--- config.mk ---
export PLATFORM = sky130hd
export DESIGN_NAME = aidc_lite_comp_obuf
export DESIGN_NICKNAME = d
export VERILOG_FILES = /design/src/rtl/aidc_lite_pkg.sv /design/src/rtl/aidc_lite_obuf_bank.sv /design/src/rtl/aidc_lite_comp_obuf.sv
export SDC_FILE = /design/constraint.sdc
export NUM_CORES = 2
export LEC_CHECK = 0
export CAP_MARGIN = 10
export CORE_AREA = 3 3 349 351
export DETAILED_ROUTE_END_ITERATION = 8
export DIE_AREA = 0 0 352 354
export DONT_BUFFER_PORTS = 1
export GPL_TIMING_DRIVEN = 0
export PLACE_DENSITY = 0.81
export SLEW_MARGIN = 10
export SYNTH_ARGS = -nofsm -noshare
export SYNTH_HDL_FRONTEND = slang
export SYNTH_HIERARCHICAL = 1
export SYNTH_SLANG_ARGS = --single-unit
--- constraint.sdc ---
create_clock -name clk -period 14.9 [get_ports clk]
set_input_delay 2.98 -clock clk [delete_from_list [all_inputs] [get_ports clk]]
set_output_delay 2.98 -clock clk [all_outputs]
set_load 0.01 [all_outputs]
--- src/rtl/aidc_lite_pkg.sv ---
// Shared constants and bank-state encoding for the compressed-word output buffer.
// Build option: AIDC_LITE_OBUF_STAT_EN adds block counters to aidc_lite_comp_obuf.
package aidc_lite_pkg;

  localparam int WORD_W    = 64;
  localparam int ADDR_W    = 4;
  localparam int DEPTH     = 16;
  localparam int NUM_BANKS = 2;
  localparam int LEN_W     = 5;
  localparam int CNT_W     = 16;

  typedef enum logic [1:0] {
    BANK_EMPTY = 2'd0,
    BANK_FILL  = 2'd1,
    BANK_FULL  = 2'd2,
    BANK_DRAIN = 2'd3
  } bank_state_e;

  // A bank can take writes only while it has not been closed yet.
  function automatic logic bank_open(input logic [1:0] st);
    return (st == BANK_EMPTY) || (st == BANK_FILL);
  endfunction

endpackage

--- src/rtl/aidc_lite_obuf_bank.sv ---
// One 16x64 buffer bank with written mask, highest written index and fail flag.
// Latency: write visible next cycle; read data is combinational from rd_addr.
module aidc_lite_obuf_bank
  import aidc_lite_pkg::*;
(
  input  logic              clk,
  input  logic              rst,
  input  logic              wr_en,
  input  logic [3:0]        wr_addr,
  input  logic [63:0]       wr_data,
  input  logic              close_en,
  input  logic              close_fail,
  input  logic              drain_en,
  input  logic              release_en,
  input  logic [3:0]        rd_addr,
  output logic [1:0]        state_o,
  output logic [4:0]        len_o,
  output logic              fail_o,
  output logic [63:0]       rd_data_o
);

  bank_state_e             state_q, state_d;
  logic [DEPTH-1:0]        mask_q, mask_d;
  logic [ADDR_W-1:0]       max_q, max_d;
  logic                    fail_q, fail_d;
  logic [WORD_W-1:0]       mem_q [DEPTH];

  // Ordering of the updates lets a write and a close in the same cycle both land.
  always_comb begin
    state_d = state_q;
    mask_d  = mask_q;
    max_d   = max_q;
    fail_d  = fail_q;
    if (wr_en) begin
      mask_d[wr_addr] = 1'b1;
      if ((mask_q == '0) || (wr_addr > max_q)) begin
        max_d = wr_addr;
      end
      if (state_q == BANK_EMPTY) begin
        state_d = BANK_FILL;
      end
    end
    if (close_en) begin
      state_d = BANK_FULL;
      fail_d  = close_fail;
    end
    if (drain_en) begin
      state_d = BANK_DRAIN;
    end
    if (release_en) begin
      state_d = BANK_EMPTY;
      mask_d  = '0;
      max_d   = '0;
      fail_d  = 1'b0;
    end
  end

  always_ff @(posedge clk or posedge rst) begin
    if (rst) begin
      state_q <= BANK_EMPTY;
      mask_q  <= '0;
      max_q   <= '0;
      fail_q  <= 1'b0;
    end else begin
      state_q <= state_d;
      mask_q  <= mask_d;
      max_q   <= max_d;
      fail_q  <= fail_d;
    end
  end

  always_ff @(posedge clk) begin
    if (wr_en) begin
      mem_q[wr_addr] <= wr_data;
    end
  end

  always_comb begin
    state_o   = state_q;
    fail_o    = fail_q;
    len_o     = (mask_q == '0) ? 5'd0 : ({1'b0, max_q} + 5'd1);
    rd_data_o = mask_q[rd_addr] ? mem_q[rd_addr] : '0;
  end

endmodule

--- src/rtl/aidc_lite_comp_obuf.sv ---
// Double-banked output buffer: collects BPC-compressed words per block, replays them as sop/eop beats.
// Input has no backpressure (blocks dropped when both banks busy); output is valid/ready. Option: AIDC_LITE_OBUF_STAT_EN.
module aidc_lite_comp_obuf
  import aidc_lite_pkg::*;
(
  input  logic        clk,
  input  logic        rst,
  input  logic        valid_i,
  input  logic [3:0]  addr_i,
  input  logic [63:0] data_i,
  input  logic        done_i,
  input  logic        fail_i,
  output logic        m_valid_o,
  input  logic        m_ready_i,
  output logic        m_sop_o,
  output logic        m_eop_o,
  output logic        m_comp_o,
  output logic [4:0]  m_len_o,
  output logic [63:0] m_data_o,
  output logic        overflow_o
`ifdef AIDC_LITE_OBUF_STAT_EN
  ,
  output logic [15:0] comp_cnt_o,
  output logic [15:0] fail_cnt_o
`endif
);

  logic                 fill_ptr_q, fill_ptr_d;
  logic                 drain_ptr_q, drain_ptr_d;
  logic [ADDR_W-1:0]    rd_idx_q, rd_idx_d;
  logic                 drop_q, drop_d;
  logic                 overflow_q, overflow_d;

  logic [NUM_BANKS-1:0] wr_en, close_en, drain_en, release_en;
  logic [1:0]           bank_st   [NUM_BANKS];
  logic [LEN_W-1:0]     bank_len  [NUM_BANKS];
  logic                 bank_fail [NUM_BANKS];
  logic [WORD_W-1:0]    bank_data [NUM_BANKS];

  logic                 drop_now;
  logic                 cur_busy;
  logic                 cur_marker;
  logic                 beat_acc;

  for (genvar b = 0; b < NUM_BANKS; b++) begin : g_bank
    aidc_lite_obuf_bank u_bank (
      .clk        (clk),
      .rst        (rst),
      .wr_en      (wr_en[b]),
      .wr_addr    (addr_i),
      .wr_data    (data_i),
      .close_en   (close_en[b]),
      .close_fail (fail_i),
      .drain_en   (drain_en[b]),
      .release_en (release_en[b]),
      .rd_addr    (rd_idx_q),
      .state_o    (bank_st[b]),
      .len_o      (bank_len[b]),
      .fail_o     (bank_fail[b]),
      .rd_data_o  (bank_data[b])
    );
  end

  // Fill side: once a block starts dropping it stays dropped until its done_i.
  always_comb begin
    wr_en      = '0;
    close_en   = '0;
    drop_now   = drop_q || ((valid_i || done_i) && !bank_open(bank_st[fill_ptr_q]));
    if (!drop_now) begin
      wr_en[fill_ptr_q]    = valid_i;
      close_en[fill_ptr_q] = done_i;
    end
    fill_ptr_d = fill_ptr_q ^ (!drop_now && done_i);
    drop_d     = drop_now && !done_i;
    overflow_d = overflow_q || drop_now;
  end

  // Drain side: outputs derive from registered state only, so they hold while stalled.
  always_comb begin
    cur_busy   = (bank_st[drain_ptr_q] == BANK_FULL) || (bank_st[drain_ptr_q] == BANK_DRAIN);
    cur_marker = bank_fail[drain_ptr_q] || (bank_len[drain_ptr_q] == '0);

    m_valid_o = cur_busy;
    m_sop_o   = cur_busy && (rd_idx_q == '0);
    m_eop_o   = cur_busy && (cur_marker ||
                             (({1'b0, rd_idx_q} + 5'd1) == bank_len[drain_ptr_q]));
    m_comp_o  = cur_busy && !cur_marker;
    m_len_o   = m_comp_o ? bank_len[drain_ptr_q] : '0;
    m_data_o  = m_comp_o ? bank_data[drain_ptr_q] : '0;

    beat_acc    = m_valid_o && m_ready_i;
    drain_en    = '0;
    release_en  = '0;
    drain_ptr_d = drain_ptr_q;
    rd_idx_d    = rd_idx_q;
    if (beat_acc) begin
      if (m_eop_o) begin
        release_en[drain_ptr_q] = 1'b1;
        drain_ptr_d             = ~drain_ptr_q;
        rd_idx_d                = '0;
      end else begin
        drain_en[drain_ptr_q]   = 1'b1;
        rd_idx_d                = rd_idx_q + 4'd1;
      end
    end
  end

  always_ff @(posedge clk or posedge rst) begin
    if (rst) begin
      fill_ptr_q  <= 1'b0;
      drain_ptr_q <= 1'b0;
      rd_idx_q    <= '0;
      drop_q      <= 1'b0;
      overflow_q  <= 1'b0;
    end else begin
      fill_ptr_q  <= fill_ptr_d;
      drain_ptr_q <= drain_ptr_d;
      rd_idx_q    <= rd_idx_d;
      drop_q      <= drop_d;
      overflow_q  <= overflow_d;
    end
  end

  assign overflow_o = overflow_q;

`ifdef AIDC_LITE_OBUF_STAT_EN
  logic [CNT_W-1:0] comp_cnt_q, comp_cnt_d;
  logic [CNT_W-1:0] fail_cnt_q, fail_cnt_d;

  always_comb begin
    comp_cnt_d = comp_cnt_q;
    fail_cnt_d = fail_cnt_q;
    if (beat_acc && m_eop_o) begin
      if (m_comp_o && (comp_cnt_q != '1)) begin
        comp_cnt_d = comp_cnt_q + 16'd1;
      end
      if (!m_comp_o && (fail_cnt_q != '1)) begin
        fail_cnt_d = fail_cnt_q + 16'd1;
      end
    end
  end

  always_ff @(posedge clk or posedge rst) begin
    if (rst) begin
      comp_cnt_q <= '0;
      fail_cnt_q <= '0;
    end else begin
      comp_cnt_q <= comp_cnt_d;
      fail_cnt_q <= fail_cnt_d;
    end
  end

  assign comp_cnt_o = comp_cnt_q;
  assign fail_cnt_o = fail_cnt_q;
`endif

endmodule

==> impl_metrics.env <==
export IMPL_status="complete, no violations"
export IMPL_vdd_drop_max_v=0.000132
export IMPL_cts_hold_buf=0
export IMPL_numPortBuffers=0
export IMPL_cts_max_level=4
export IMPL_hold_violations=0
export IMPL_worstPathCellList="buf_2, clkbuf_1, buf_2, mux4_2, a22oi_1, a21oi_1, mux2i_1, nor2_1"
export IMPL_min_period_over_period_pct=53.8
export IMPL_arrival_ns=5.04
export IMPL_finalNetCount=4063
export IMPL_initial_core_util_pct=67.6
export IMPL_fmax_mhz=125
export IMPL_via_count=44100
export IMPL_track_usage_pct=37.8
export IMPL_final_setup_tns_ns=0
export IMPL_netlist_instances=3643
export IMPL_path_clk_slew_ns=0.07
export IMPL_antenna_found_initial=5
export IMPL_endpoint_kind="output pin"
export IMPL_ant_nets=0
export IMPL_rsz0062_at_grt="false"
export IMPL_die_width_um=352
export IMPL_critical_path_startpoint_type="register"
export IMPL_drcViolationCount=0
export IMPL_routed_via_density=7.65
export IMPL_worstHoldPathType="reg -> reg"
export IMPL_wire_per_inst_um=40.0
export IMPL_first_iter_violations=7795
export IMPL_clock_skew_ns=0.0330
export IMPL_relSlewSlack_pct=9.82
export IMPL_grt_pass1_wl_um=332000
export IMPL_post_cts_resized=0
export IMPL_p_leak_nw=28.6
export IMPL_cts_buffer_depth=3
export IMPL_wl_um=231000
export IMPL_fin_cells=5768
export IMPL_worst_path_buf_inv=3
export IMPL_cp_max_fo=10
export IMPL_drv_cap=0
export IMPL_num_fill_cells=5427
export IMPL_powerDensity_nw_per_um2=168
export IMPL_dp_cells=5394
export IMPL_dr_pass1_iters=6
export IMPL_finalSetupViolCount=0
export IMPL_slowest_delay_ns=1.02
export IMPL_hpwlAfterDp_um=126000
export IMPL_cts_root_buffer="clkbuf_16"
export IMPL_slowest_stage="clkbuf_1"
export IMPL_routabilityCongestion=0.822
export IMPL_avgSynthCellArea_um2=22.1
export IMPL_clk_latency_ns=0.83
export IMPL_cp_top_family="buffers and inverters"
export IMPL_cts_tree="done"
export IMPL_numCtsBuffers=193
export IMPL_ys_warnings_count=6
export IMPL_cp_required_ns=11.92
export IMPL_pin_count=148
export IMPL_core_um2=119000
export IMPL_cts_sinks=2100
export IMPL_crit_type="reg -> out"
export IMPL_die_height_um=354
export IMPL_period_needed_ns=8.02
export IMPL_grt_pass1_vias=45100
export IMPL_grt_ovfl_total=0
export IMPL_syn2layout_area_growth_pct=13.7
export IMPL_worst_path_most_repeated_cell="buf_2"
export IMPL_syn_nets=3729
export IMPL_syn_area_um2=80700
export IMPL_tightest_slew_ns=1.35
export IMPL_rows=127
export IMPL_layout_drive_gt1_share_pct=25.8
export IMPL_grt_max_degree=33
export IMPL_die_area_um2=125000
export IMPL_post_cts_buffers=0
export IMPL_drv_slew=0
-- placed cells by master, fill, tap and decap left out, types with 32 or more instances in the layout --
cell / n
clkinv_1: 49
nor2_1: 159
clkbuf_1: 151
a22oi_1: 256
edfxtp_1: 2048
buf_2: 58
mux4_2: 520
clkbuf_16: 199
dfrtp_1: 52
buf_12: 53
a21oi_1: 135
mux2i_1: 81
clkinv_2: 32
buf_4: 54
-- metal layers --
| layer | share of wire (%) | wire, µm | vias up | track usage [%] |
|---|---|---|---|---|
| met1 | 31 | 71300 | 22600 | 47.7 |
| met5 | 0.022 | 50 | - | 0.0385 |
| met2 | 49 | 113000 | 4428 | 60.1 |
| li1 | - | - | 16100 | - |
| met4 | 6.3 | 14500 | 4 | 20.4 |
| met3 | 14 | 31900 | 979 | 11.3 |
-- final timing paths --
check	startpoint	endpoint	slack (ns)	cells after the start
worst max-delay path	rd_idx_q[0]	m_data_o[48]	6.88	8
worst min-delay path	drop_q	overflow_o	0.53	1
worst max register to register	fill_ptr_q	g_bank[0].u_bank/mem_q[4][34]	10.07	11
worst min register to register	drop_q	overflow_o	0.53	1
max in group asynchronous	rst	g_bank[0].u_bank/mask_q[12]	12.05	1
min in group asynchronous	rst	rd_idx_q[1]	2.01	1
-- final cells by class --
cell class,instances,area (µm²),area share (%)
plain buffers,212,1000,1.09
clock inverters,129,1450,1.58
repair buffers,139,2150,2.34
flip-flops and latches,2100,62800,68.5
multi-input cells,1317,17100,18.6
clock buffers,234,5130,5.60
well taps,1612,2020,2.20
diodes,11,27.5,0.0300
inverters,14,52.6,0.0573
-- state kept, by name (all words and copies together), names as in the netlist --
register / flops
drain_ptr_q: 1
drop_q: 1
fill_ptr_q: 1
g_bank.u_bank/fail_o: 2
g_bank.u_bank/mask_q: 32
g_bank.u_bank/max_q: 8
g_bank.u_bank/mem_q: 2048
g_bank.u_bank/state_o: 2
overflow_o: 1
rd_idx_q: 4
-- power breakdown --
group / internal (W) / switching (W)
combinational: 0.00127 / 0.00220
clock: 0.00298 / 0.00225
sequential: 0.00660 / 0.0000954
total: 0.0109 / 0.00455
-- through the flow --
step / utilization, % / setup WS, ns / hold WS [ns] / total power, W / cell area [µm²]
2_1_floorplan: - / 5.82 / 0.440 / 0.00895 / 80700
3_3_place_gp: 69.3 / 0.586 / 0.445 / 0.00989 / 82700
3_5_place_dp: 71.3 / 7.96 / 0.463 / 0.0100 / 85100
4_1_cts: 76.8 / 6.92 / 0.500 / 0.0153 / 91600
5_1_grt: 76.8 / 6.89 / 0.523 / 0.0157 / 91700
6_report: 76.8 / 6.88 / 0.532 / 0.0154 / 91700
Note: power is estimated with default switching activity, not from simulation.
